==> src/rtl/universal_shift_register.sv <==
// Parametrised shift register: parallel load, then AMT single-bit steps (logical/arith/rotate/serial).
// Latency: LOAD takes 1 cycle; a START of N>0 steps is busy for N cycles, then DONE pulses; N==0 gives DONE next cycle.
// Backpressure: LOAD/START are only sampled in IDLE; while BUSY they are ignored and never queued.
module universal_shift_register #(
    parameter int WIDTH = 8,
    parameter int AMT_W = 4
) (
    input  logic             CLK,
    input  logic             RSTN,
    input  logic             LOAD,
    input  logic [WIDTH-1:0] DIN,
    input  logic             START,
    input  logic             DIR,
    input  logic [1:0]       OP,
    input  logic [AMT_W-1:0] AMT,
    input  logic             SIN,
    output logic [WIDTH-1:0] Q,
    output logic             SOUT,
    output logic             BUSY,
    output logic             DONE
);

    typedef enum logic {ST_IDLE, ST_SHIFT} state_t;

    typedef enum logic [1:0] {
        OP_LOGIC = 2'b00,
        OP_ARITH = 2'b01,
        OP_ROT   = 2'b10,
        OP_SER   = 2'b11
    } op_t;

    typedef struct packed {
        logic dir;
        op_t  op;
    } cmd_t;

    state_t           state;
    cmd_t             cmd_q;
    logic [AMT_W-1:0] cnt;

    logic             fill;
    logic [WIDTH-1:0] step_q;
    logic             step_sout;

    // One step of the latched command; SIN is deliberately read live, not latched.
    always_comb begin
        fill      = 1'b0;
        step_q    = Q;
        step_sout = SOUT;
        if (!cmd_q.dir) begin
            case (cmd_q.op)
                OP_ROT:  fill = Q[WIDTH-1];
                OP_SER:  fill = SIN;
                default: fill = 1'b0;
            endcase
            step_q    = {Q[WIDTH-2:0], fill};
            step_sout = Q[WIDTH-1];
        end else begin
            case (cmd_q.op)
                OP_ARITH: fill = Q[WIDTH-1];
                OP_ROT:   fill = Q[0];
                OP_SER:   fill = SIN;
                default:  fill = 1'b0;
            endcase
            step_q    = {fill, Q[WIDTH-1:1]};
            step_sout = Q[0];
        end
    end

    always_ff @(posedge CLK or negedge RSTN) begin
        if (!RSTN) begin
            state <= ST_IDLE;
            cmd_q <= '0;
            cnt   <= '0;
            Q     <= '0;
            SOUT  <= 1'b0;
            BUSY  <= 1'b0;
            DONE  <= 1'b0;
        end else begin
            DONE <= 1'b0;
            case (state)
                ST_IDLE: begin
                    if (LOAD) begin
                        Q <= DIN;
                    end else if (START) begin
                        if (AMT != '0) begin
                            cmd_q <= '{dir: DIR, op: op_t'(OP)};
                            cnt   <= AMT;
                            BUSY  <= 1'b1;
                            state <= ST_SHIFT;
                        end else begin
                            DONE <= 1'b1;
                        end
                    end
                end
                ST_SHIFT: begin
                    Q    <= step_q;
                    SOUT <= step_sout;
                    cnt  <= cnt - 1'b1;
                    // Last step: returning to IDLE here lets a new command land in the DONE cycle.
                    if (cnt == AMT_W'(1)) begin
                        BUSY  <= 1'b0;
                        DONE  <= 1'b1;
                        state <= ST_IDLE;
                    end
                end
                default: state <= ST_IDLE;
            endcase
        end
    end

endmodule
==> config.mk <==
export PLATFORM = sky130hd
export DESIGN_NAME = universal_shift_register
export DESIGN_NICKNAME = d
export VERILOG_FILES = /design/src/rtl/universal_shift_register.sv
export SDC_FILE = /design/constraint.sdc
export NUM_CORES = 1
export LEC_CHECK = 0
export CAP_MARGIN = 0
export CORE_ASPECT_RATIO = 0.9
export CORE_MARGIN = 4
export CORE_UTILIZATION = 46
export CTS_CLUSTER_SIZE = 28
export DETAILED_ROUTE_END_ITERATION = 7
export PLACE_DENSITY = 0.78
export RECOVER_POWER = 25
export SKIP_LAST_GASP = 1
export SLEW_MARGIN = 20
export SYNTH_ARGS = -nofsm -noshare
export SYNTH_HDL_FRONTEND = slang
export SYNTH_SLANG_ARGS = --single-unit
==> constraint.sdc <==
create_clock -name CLK -period 1.45 [get_ports CLK]
set_clock_uncertainty 0.05 [all_clocks]
set_input_delay 0.29 -clock CLK [delete_from_list [all_inputs] [get_ports CLK]]
set_output_delay 0.29 -clock CLK [all_outputs]
set_load 0.02 [all_outputs]
# [Word level (Yosys, flattened, before mapping)]
# Index checks and enable logic that the tools add are counted.
[totals] register_bits=19 inputBits=20 out_inout_bits=11
[op_classes] addsub=1 eq_ne=10 muxes=25 n_bitwise=2 n_reduce_logical=5
[ops] cell="$mux 8" n=2
[ops] cell="$pmux 8 s2" n=1
[ops] cell="$mux 1" n=13
[ops] cell="$mux 4" n=3
[ops] cell="$ne 2x2->1 const B" n=4
[ops] cell="$pmux 1 s2" n=4
[ops] cell="$pmux 4 s2" n=1
[ops] cell="$reduce_and 4->1" n=2
[ops] cell="$eq 2x2->1 const B" n=2
[ops] cell="$eq 4x1->1 const B" n=1
[ops] cell="$reduce_bool 4->1" n=1
[ops] cell="$sub 4x1->4 const B" n=1
[ops] cell="$ne 3x3->1 const B" n=1
[ops] cell="$pmux 1 s3" n=1
[ops] cell="$reduce_and 3->1" n=1
[ops] cell="$eq 2x1->1 const B" n=1
[ops] cell="$ne 2x1->1 const B" n=1
[ops] cell="$not 1->1" n=2
[ops] cell="$reduce_and 2->1" n=1

# [Longest topological paths before layout]
# Gate-level depths: netlist of the first run.
[logic_depth] depth_word=5 depth_mapped=5 mapped_depth_nobuf=5

# [Worst setup path after synthesis of the first run]
# OpenSTA, ideal clock, no wires.
[synth_timing] kind="register to register" from="register cnt[1]" to="register DONE" t_arrival_ns=1.241 required_time_ns=1.334 slack_ns=0.093 stages_incl_launch_ff=5 n_path_buf=0 period_less_slack_ns=1.357 cell_sequence="dfrtp_1 -> inv_1 -> ha_1 -> or3b_2 -> a2bb2o_1"
[synth_between] elab_chain_len=3
[synth_lines] element="start: declaration" line="39" text="logic [AMT_W-1:0] cnt;"
[synth_lines] element="start signal: assignment" line="99" text="cnt <= cnt - 1'b1;"
[synth_lines] element="$eq 4x1->1" line="101" text="if (cnt == AMT_W'(1)) begin"
[synth_lines] element="$mux 1" line="101"
[synth_lines] element="$pmux 1 s2" line="81" text="case (state)"
[synth_lines] element="end signal: assignment" line="78" text="DONE <= 1'b0;"
[synth_lines] element="end signal: assignment" line="80" text="DONE <= 1'b0;"
[synth_lines] element="end signal: assignment" line="103" text="DONE <= 1'b1;"
[synth_lines] element="end: declaration" line="20" text="output logic DONE"
# Every way passes these cells.
# A chain may end at the register's enable or synchronous reset.

# [Final worst setup path of the first run]
[layout_timing] from="input AMT[3]" to="register cmd_q[1] (netlist name)"
[layout_between] elab_chain_len=2
[layout_lines] element="start: declaration" line="15" text="input logic [AMT_W-1:0] AMT,"
[layout_lines] element="$reduce_bool 4->1" line="86" text="if (AMT != '0) begin"
[layout_lines] element="$reduce_and 4->1 (no source line)"
[layout_lines] element="end signal: assignment" line="87" text="cmd_q <= '{dir: DIR, op: op_t'(OP)};"
[layout_lines] element="end: declaration" line="38" text="cmd_t cmd_q;"
# Every way passes these cells.

==> results by group, run 1 <==
Outcome
  – Status: finished clean

Clocking
  – CTS max path bufs: 2
  – H-tree levels: 1
  – CTS buffer count: 3
  – Reg clk slew, reported paths: 0.11 ns
  – Clock Latency Late Sink: 0.30 ns
  – Hold_buf cts: 0
  – Num Clock Sinks: 19
  – CTS tree: yes
  – Root buffer selected by CTS: clkbuf_4

Logic synthesis
  – Synthesis Warnings: 0
  – Mapped Avg Cell Area: 10.6 um2
  – Largest area contributor in the netlist: dfrtp_1
  – Cells after synthesis: a little under 100
  – Synth top area cells: dfrtp_1 46%, mux2i_1 7.7%, a21oi_1 5.8%
  – Sequential element share of the synthesized area: 0.456
  – Synth Cell Area: ~0.0010 mm2
  – Synth unique cells: 28
  – Syn_nets: 120
  – Register bit total from synthesis: 19
  – Post-synth top area share: 0.456

Global route
  – Global-route wire length before repair: 4390 um
  – Largest net degree at the start of global routing: 20
  – GRT Total Usage: 0.190
  – GRT overflow: 0
  – Number of global-route vias before repair: 1,028
  – Initial antenna violation count: 0

STA
  – Slew Limit Fails: 0
  – RSZ-0062 raised after global routing: true
  – Final setup vio count: 0
  – Achievable Freq: 713 MHz
  – Rel. slew slack: 0.659
  – Final setup TNS: 0 ns
  – Final-report hold violation count: 0
  – Slew @ Worst Pin: about 0.51 ns
  – Post-layout minimum cycle time: 1.40 ns
  – Final period util: 0.967

Critical path
  – Cell depth of the worst flop-to-flop path: 4
  – Worst R2R Start: cnt[1]$_DFFE_PN0P_
  – CP startpoint kind: input port
  – CP max FO: 4
  – Beginning of the critical path: AMT[3]
  – CP Capture Type: register
  – Critical path data arrival time: 1.55 ns
  – Worst r2r dst: DONE$_DFF_PN0_
  – Critical path capture point: cmd_q[1]$_DFFE_PN0P_
  – Worst EP required: 1.59 ns
  – Critical path class: input port to register
  – R2R Setup Slk: approximately 0.11 ns

Job
  – Max_cap viols: 0

Floorplanning
  – Starting density of the core: 0.482
  – Die width: 58.2 um
  – Die Ht: 53.2 um
  – Rows: 16
  – Core outline area: between 0.002 and 0.0025 mm2
  – I/O pin total: 31
  – Die area: ~0.003 mm2

Place
  – IO buf count: 30
  – Global placement routability congestion: between 0.8 and 0.9
  – Placed Area: between 0.001 and 0.0015 mm2
  – Cells after DPL: 163
  – DP Wirelength: 2030 um

Drt
  – Via density: 5.54
  – 1st-iter DRT viols: 29
  – Routed via count: 925
  – Routed Antenna Nets: 0
  – Routed WL per cell: 15.5 um
  – Drt pass-1 iters: 4
  – DRC viols: 0
  – Total Wirelength: approximately 2600 um

Power
  – Leak: 0.655 nW
  – Clock group share of total power: 0.094
  – Net Sw Power: 0.00120 W
  – Flop pwr share: 0.357
  – VDD IR max: 0.00113 V
  – Sw Ratio: 0.413
  – Power Dens Cells: 1990 mW/mm2
  – Int Pwr: 0.00170 W
  – Comb pwr share: 0.549

Finish
  – Layout cells sized above 1: 0.157
  – # fillers: 177
  – Antenna cell count: 0
  – Fin nets: 163
  – Final cell count without fillers: 167
  – Design Area, Final: about 0.0015 mm2
  – Area Overhead vs Synth: 40.2%

Hold path
  – Hold WC Path Type: input port to asynchronous set/reset pin
## power groups by stage
stage	logic (W)	registers, W	clock network (W)
floorplan	0.000834	0.00117	0
global route	0.00174	0.00109	0.000294
global placement	0.00164	0.00103	0
detailed placement	0.00169	0.00106	0
CTS	0.00161	0.00104	0.000286
finish	0.00159	0.00104	0.000274
## per-stage QoR
| stage | power (W) | setup WS, ns | hold WS [ns] | utilization |
|---|---|---|---|---|
| after floorplan | 0.00200 | 0.0935 | -0.0556 | - |
| after global placement | 0.00267 | -0.254 | 0.471 | 0.671 |
| after detailed placement | 0.00275 | -0.309 | 0.492 | 0.671 |
| after CTS | 0.00293 | 0.00475 | 0.263 | 0.678 |
| after global routing | 0.00313 | -0.0342 | 0.420 | 0.676 |
| final | 0.00290 | 0.0473 | 0.415 | 0.676 |
## critical path, cell delays in order
cell	delay, ns
clkdlybuf4s50_1	0.54
nor4_4	0.06
nor3_2	0.30
mux2_1	0.35
## cells by family after synthesis
kind of cell             share of synthesized area
AND/OR/NAND/NOR                              0.134
flip-flops                                   0.456
AO/OA/AOI/OAI                                0.204
XOR/XNOR                                    0.0168
multiplexers                                 0.131
adder cells (fa/ha/maj)                     0.0240
buffers and inverters                       0.0336
## sequential cells by signal (all words and copies together) (netlist names)
| register | count |
|---|---|
| state | 1 |
| cnt | 4 |
| DONE | 1 |
| Q | 8 |
| cmd_q | 3 |
| BUSY | 1 |
| SOUT | 1 |
## how the worst min path moves through the flow
stage / from / end / slack, ns / cells past startpoint
global placement: SOUT$_DFFE_PN0P_ / SOUT$_DFFE_PN0P_ / 0.47 / 2
CTS: RSTN / Q[2]$_DFFE_PN0P_ / 0.26 / 2
finish: RSTN / cnt[0]$_DFFE_PN0P_ / 0.42 / 2
floorplan: RSTN / BUSY$_DFFE_PN0P_ / -0.06 / 0
detailed placement: SOUT$_DFFE_PN0P_ / SOUT$_DFFE_PN0P_ / 0.49 / 2
global route: AMT[2] / cnt[2]$_DFFE_PN0P_ / 0.42 / 3
## final cells by class
class | instances | area (um2) | area share
clock buffer | 4 | 26.3 | 0.0180
timing repair buffer | 43 | 380 | 0.260
inverter | 3 | 11.3 | 0.00771
sequential | 19 | 475 | 0.325
multi-input combinational | 71 | 534 | 0.366
tap | 27 | 33.8 | 0.0231
## Yosys cell counts (all sizes together)
master,instances
buf,5
dfrtp,19
o41ai,1
a2bb2o,1
a22oi,4
nor2,5
nand2,1
a21o,1
a211oi,6
o21ai,5
mux2,5
nor2b,9
and4b,1
xnor2,2
nor4,1
mux2i,8
a221oi,1
a21oi,12
nand2b,1
nor3,2
inv,3
or3b,1
a2bb2oi,1
a311oi,1
ha,2
## per-layer routing
metal | GRT usage | up-vias | wire length (um)
li1 | - | 447 | -
met1 | 0.225 | 445 | 1140
met2 | 0.333 | 29 | 1290
met3 | 0.0317 | 4 | 151
met4 | 0.0927 | 0 | 20
met5 | 0 | - | 0
## cells in the final DEF, fill, tap and decap left out, drive strengths merged
master         Yosys  layout
a211oi             6       6
a21o               1       1
a21oi             12      12
a221oi             1       1
a22oi              4       4
a2bb2o             1       1
a2bb2oi            1       1
a311oi             1       1
and4b              1       1
buf                5      12
clkbuf             0       6
clkdlybuf4s50      0      17
dfrtp             19      19
dlygate4sd2        0      10
dlygate4sd3        0       1
dlymetal6s2s       0       1
ha                 2       2
inv                3       3
mux2               5       5
mux2i              8       8
nand2              1       1
nand2b             1       1
nor2               5       5
nor2b              9       9
nor3               2       2
nor4               1       1
o21ai              5       5
o41ai              1       1
or3b               1       1
xnor2              2       2
## timing repair
item                                    4_1_cts  5_1_grt
resized for setup                            12        3
pin swaps                                     0        0
endpoints found under the setup margin       12        6
setup buffers                                 0        0
No activity file was read; power rests on OpenSTA's default activity.
==> inputs of run 2 (changes only) <==
--- a/config.mk
+++ b/config.mk
@@ -14,7 +14,6 @@
 export PLACE_DENSITY = 0.78
 export RECOVER_POWER = 25
 export SKIP_LAST_GASP = 1
-export SLEW_MARGIN = 20
 export SYNTH_ARGS = -nofsm -noshare
 export SYNTH_HDL_FRONTEND = slang
 export SYNTH_SLANG_ARGS = --single-unit
==> results of run 2 <==
No change in the layout: final DEF, timing and power equal those of run 1.
